==> src/rtl/fxp_to_fp32_converter.sv <==
// fxp_to_fp32_converter
//
// Converts a sign-magnitude fixed-point number into an IEEE-754 single
// precision word. The magnitude is normalised one bit per cycle, and then
// packed, with optional round-to-nearest-even when more than 23 fraction
// bits survive normalisation.
//
// Parameters
//   IN_WIDTH   : magnitude width, 2..32
//   ROUND_MODE : 0 = truncate toward zero, 1 = round-to-nearest-even
//
// Ports
//   clk        : clock, rising edge
//   rst_n      : asynchronous active-low reset
//   in_valid   : input word present
//   in_ready   : block can accept (only while idle)
//   in_mag     : unsigned magnitude
//   in_point   : number of fractional bits in in_mag
//   in_sign    : 1 = negative
//   out_valid  : out_data holds a result
//   out_ready  : consumer accepts the result
//   out_data   : {sign, exp[7:0], frac[22:0]}
module fxp_to_fp32_converter #(
  parameter int IN_WIDTH   = 16,
  parameter int ROUND_MODE = 1
) (
  input  logic                        clk,
  input  logic                        rst_n,
  input  logic                        in_valid,
  output logic                        in_ready,
  input  logic [IN_WIDTH-1:0]         in_mag,
  input  logic [$clog2(IN_WIDTH)-1:0] in_point,
  input  logic                        in_sign,
  output logic                        out_valid,
  input  logic                        out_ready,
  output logic [31:0]                 out_data
);

  // Number of magnitude bits that sit below the leading one after normalisation.
  localparam int FW = IN_WIDTH - 1;

  typedef enum logic [1:0] {IDLE, NORM, PACK, DONE} state_t;

  state_t              state;
  state_t              state_nxt;
  logic [IN_WIDTH-1:0] mag_q;
  logic                sign_q;
  logic [7:0]          exp_q;

  logic [7:0]          exp_init;
  logic                mag_zero;
  logic                mag_msb;
  logic [FW+23:0]      ext;
  logic [22:0]         frac_t;
  logic                guard;
  logic                sticky;
  logic                round_up;
  logic [23:0]         frac_sum;
  logic [7:0]          exp_pack;

  // Biased exponent of the leading magnitude bit before any normalising shift.
  assign exp_init = 8'(127 + FW) - 8'(in_point);

  assign mag_zero = (mag_q == '0);
  assign mag_msb  = mag_q[IN_WIDTH-1];

  // The bits below the leading one are padded with 24 zeros so the same
  // slicing works for every width: the top 23 bits are the fraction, the next
  // bit is the guard and everything below is the sticky field. When fewer
  // than 24 magnitude bits exist, guard and sticky fall into the zero padding
  // and rounding naturally never fires.
  assign ext      = {mag_q[FW-1:0], 24'b0};
  assign frac_t   = ext[FW+23 -: 23];
  assign guard    = ext[FW];
  assign sticky   = |ext[FW-1:0];
  assign round_up = (ROUND_MODE == 1) && guard && (sticky || frac_t[0]);
  assign frac_sum = {1'b0, frac_t} + {23'b0, round_up};

  // A carry out of the fraction leaves frac_sum[22:0] at zero, so only the
  // exponent needs adjusting.
  assign exp_pack = frac_sum[23] ? exp_q + 8'd1 : exp_q;

  // State register.
  always_ff @(posedge clk or negedge rst_n) begin
    if (!rst_n) begin
      state <= IDLE;
    end else begin
      state <= state_nxt;
    end
  end

  // Next-state logic and handshake outputs. Normalisation stops on a set
  // MSB or on a zero magnitude, so a nonzero word needs at most IN_WIDTH-1
  // shifts and an illegal in_point can only affect the exponent value.
  always_comb begin
    state_nxt = state;
    in_ready  = (state == IDLE);
    out_valid = (state == DONE);
    case (state)
      IDLE: if (in_valid) state_nxt = NORM;
      NORM: begin
        if (mag_zero) begin
          state_nxt = DONE;
        end else if (mag_msb) begin
          state_nxt = PACK;
        end
      end
      PACK: state_nxt = DONE;
      DONE: if (out_ready) state_nxt = IDLE;
      default: state_nxt = IDLE;
    endcase
  end

  // Datapath: capture on accept, shift while normalising, pack the result.
  // out_data is only written on the way into DONE, so it stays put while
  // the consumer applies backpressure.
  always_ff @(posedge clk or negedge rst_n) begin
    if (!rst_n) begin
      mag_q    <= '0;
      sign_q   <= 1'b0;
      exp_q    <= 8'd0;
      out_data <= 32'd0;
    end else begin
      case (state)
        IDLE: begin
          if (in_valid) begin
            mag_q  <= in_mag;
            sign_q <= in_sign;
            exp_q  <= exp_init;
          end
        end
        NORM: begin
          if (mag_zero) begin
            out_data <= {sign_q, 31'b0};
          end else if (!mag_msb) begin
            mag_q <= mag_q << 1;
            exp_q <= exp_q - 8'd1;
          end
        end
        PACK: out_data <= {sign_q, exp_pack, frac_sum[22:0]};
        default: ;
      endcase
    end
  end

endmodule

==> config.mk <==
export PLATFORM = sky130hd
export DESIGN_NAME = fxp_to_fp32_converter
export DESIGN_NICKNAME = d
export VERILOG_FILES = /design/src/rtl/fxp_to_fp32_converter.sv
export SDC_FILE = /design/constraint.sdc
export NUM_CORES = 1
export LEC_CHECK = 0
export BUFFER_PORTS_ARGS = -buffer_cell sky130_fd_sc_hd__buf_2
export CORE_MARGIN = 3
export CORE_UTILIZATION = 56
export CTS_BUF_LIST = sky130_fd_sc_hd__clkbuf_2
export DETAILED_ROUTE_END_ITERATION = 8
export GPL_TIMING_DRIVEN = 0
export PLACE_DENSITY_LB_ADDON = 0.08
export SLEW_MARGIN = 20
export SYNTH_ARGS = -nofsm -noshare
export SYNTH_HDL_FRONTEND = slang
export SYNTH_SLANG_ARGS = --single-unit
==> constraint.sdc <==
create_clock -name clk -period 2.7 [get_ports clk]
set_clock_uncertainty 0.1 [all_clocks]
set_input_delay 0.27 -clock clk [delete_from_list [all_inputs] [get_ports clk]]
set_output_delay 0.27 -clock clk [all_outputs]
set_load 0.02 [all_outputs]
==> run_results.csv <==
group,metric,value,unit
power,comb_power_share,0.503,
min_path,hold_class,"in2reg",
finish,final_area,0.00317,mm^2
clocking,clock_sinks,51,
clocking,post_cts_resized,0,
synthesis,synth-async-reset-ratio,1.00,
synthesis,yosys_warnings,0,
power,p_leak,1.58,nW
worst_setup_path,slowest_stage,"dfrtp_1",
finish,final_common_cell,"buf_2",
floorplan,io_pins,59,
worst_setup_path,criticalPathCategory,"reg2reg",
global_route,grt_pass1_wl,10400,um
sta,relSlewSlack,0.546,
worst_setup_path,critPathCaptureType,"flop",
sta,tightestPinTransition,675,ps
clocking,cts_buffers,5,
power,p_sw_frac,0.443,
sta,final.min_clock_period,2310,ps
finish,diodes,0,
floorplan,fp.dieH,74.1,um
power,ir_drop,0.651,mV
placed_design,pre_cts_ws,425,ps
power,clock_power_share,0.112,
synthesis,syn-cell-area,0.00260,mm^2
flow_run,cap_violations,0,
routing,vias,2186,
routing,route.detailed.drc,0,
power,power.internal,0.00200,W
sta,fmax,433,MHz
clocking,cts.clk_slew.worst_paths,250,ps
worst_setup_path,critPathRequiredTime,2950,ps
power,p_sw,0.00159,W
routing,dr.pass1.iters,4,
floorplan,rows,24,
routing,routed_wl,6320,um
global_route,antenna_found_initial,0,
floorplan,die_w,74.1,um
worst_setup_path,crit_chain,"inv_1 > ha_1 > buf_4 > mux2_2 > and2_1 > o21ai_2 > buf_4 > a22o_1",
clocking,cts_root_buffer,"clkbuf_2",
sta,hold_viol,0,
global_route,gr-total-overflow,0,
synthesis,syn_avg_cell_area,11.1,um^2
worst_setup_path,cp_max_fo,10,
power,p_per_area,1130,mW/mm^2
finish,nFillCells,364,
synthesis,synthDistinctLibCells,48,
clocking,clkLatencyLatePin,430,ps
sta,tns,0,ps
worst_setup_path,path_buf_inv,3,
clocking,cts_post_setup_buffers_inserted,0,
placed_design,hpwl,4410,um
clocking,tritoncts,"done",
synthesis,ys_ff_latch,51,
sta,rsz0062_at_grt,"no",
worst_setup_path,critPathLaunchType,"flop",
floorplan,dieArea,0.00549,mm^2
global_route,grt_util_all_layers,0.246,
outcome,status,"finished, final reports clean",
routing,viasPerCell,5.94,
worst_setup_path,worst_ep_arrival_time,2560,ps
placed_design,io_buffers,50,
floorplan,start_util,0.588,
clocking,cts_buffer_depth,2,
worst_setup_path,crit_family,"flip-flops",
routing,ant_nets,0,
routing,dr.first_iter.drc_count,161,
power,p_seq_frac,0.385,
placed_design,gp_congestion,0.899,
synthesis,synth_edf_count,0,
placed_design,place_area,0.00294,mm^2
global_route,grt_max_degree,52,
finish,drive_above_1_share,0.272,
worst_setup_path,cpMostUsedCell,"buf_4",
sta,setup_violations,0,
global_route,grt_pass1_vias,2144,
finish,final_cell_mix,"53 x buf_2, 51 x dfrtp_1, 24 x a22o_1",
synthesis,syn_inst,235,
synthesis,synth_seq_area_share,0.491,
clocking,htree_levels,2,
sta,finalCritPeriodShare,0.856,
routing,wl_per_cell,17.2,um
finish,nNetsFinal,347,
finish,syn_to_final_growth,22.1,%
floorplan,core-area,0.00441,mm^2
synthesis,synth_flop_cell,"dfrtp_1",
worst_setup_path,max_stage_delay,490,ps
sta,fin_ws,390,ps
sta,drv_slew,0,
## worst paths after layout
check | cells after the start | to | slack, ps | start
max in group asynchronous | 2 | mag_q[2]$_DFFE_PN0P_ | 1830 | rst_n
min in group asynchronous | 2 | out_data[12]$_DFFE_PN0P_ | 250 | rst_n
hold reg to reg | 1 | out_data[31]$_DFFE_PN0P_ | 420 | out_data[31]$_DFFE_PN0P_
hold / removal | 3 | exp_q[0]$_DFFE_PN0P_ | 20 | in_point[0]
setup / recovery | 8 | mag_q[0]$_DFFE_PN0P_ | 390 | state[0]$_DFFE_PN0P_
setup reg to reg | 8 | mag_q[0]$_DFFE_PN0P_ | 390 | state[0]$_DFFE_PN0P_
## power groups by stage
stage	clock network [W]	registers, W	logic, W
2_1_floorplan	0	0.00150	0.00113
3_3_place_gp	0	0.00139	0.00174
3_5_place_dp	0	0.00140	0.00178
4_1_cts	0.000411	0.00138	0.00181
5_1_grt	0.000443	0.00143	0.00199
6_report	0.000400	0.00138	0.00181
## registers in the layout (all words and copies together) (netlist names)
name and flops:
sign_q 1, out_data 24, exp_q 8, state 2
mag_q 16
## Yosys cell counts (3+ instances only)
cell       count  area (um^2)
clkbuf_1       4         15.0
ha_1           7         87.6
o2bb2ai_1      9         78.8
mux2i_1        3         30.0
and3_1        10         62.6
a21oi_1       15         75.1
nor4_1         4         25.0
nand2_1        6         22.5
nor2b_1        3         18.8
inv_1         10         37.5
dfrtp_1       51         1280
buf_4         13         97.6
o21ai_0        7         35.0
a22oi_1        5         37.5
o211ai_1       3         22.5
nor2_1         3         11.3
nand3_1        4         20.0
a22o_1        24          210
nand3b_1       4         30.0
nor3_1         5         25.0
nand4_1        3         18.8
mux2_2         3         33.8
buf_2          4         20.0
## layout make-up
class | instances | area (um^2) | area share
clock inverters | 3 | 43.8 | 0.0138
inverters | 11 | 41.3 | 0.0130
clock buffers | 5 | 25.0 | 0.00789
multi-input cells | 158 | 1170 | 0.369
well taps | 52 | 65.1 | 0.0205
plain buffers | 22 | 136 | 0.0430
flip-flops and latches | 51 | 1280 | 0.403
repair buffers | 66 | 413 | 0.130
## worst reg2reg max path: cells and delay by family (launching register included)
family,cells,cell delay (ps)
compound gates,2,340
buf+inv,3,460
flops,1,490
mux,1,340
simple gates,1,290
fa+ha+maj,1,220
## cells by family (layout without fill, tap and decap cells)
group                      after synthesis  in the layout  synth area share
AOI/OAI and AO/OA                       82             82             0.244
and+or+nand+nor                         52             52             0.123
DFF                                     51             51             0.491
buffers and inverters                   33            107            0.0684
muxes                                    8              8            0.0342
adders and majority gates                7              7            0.0337
other                                    1              8           0.00144
xor gates and xnor gates                 1              1           0.00337
## through the flow
stage	hold WS [ps]	cells	total power (W)	utilization
after floorplan	-126	242	0.00263	-
after global placement	372	344	0.00312	0.666
after detailed placement	376	344	0.00318	0.666
after CTS	0.248	368	0.00360	0.718
after global routing	16.6	368	0.00386	0.718
final	17.1	368	0.00359	0.718
## per-layer routing
metal  wire length [um]  vias to the layer above  GRT usage
li1                   -                     1042          -
met1               2780                     1055      0.346
met2               3100                       79      0.390
met3                371                       10     0.0324
met4                 70                        0     0.0926
met5                  0                        -          0
## repair_timing
| action | CTS | global route |
|---|---|---|
| endpoints found under the hold margin | 66 | 0 |
| hold buffers | 16 | 0 |
| endpoints found under the setup margin | 0 | 0 |
(Power assumes the default switching activity.)
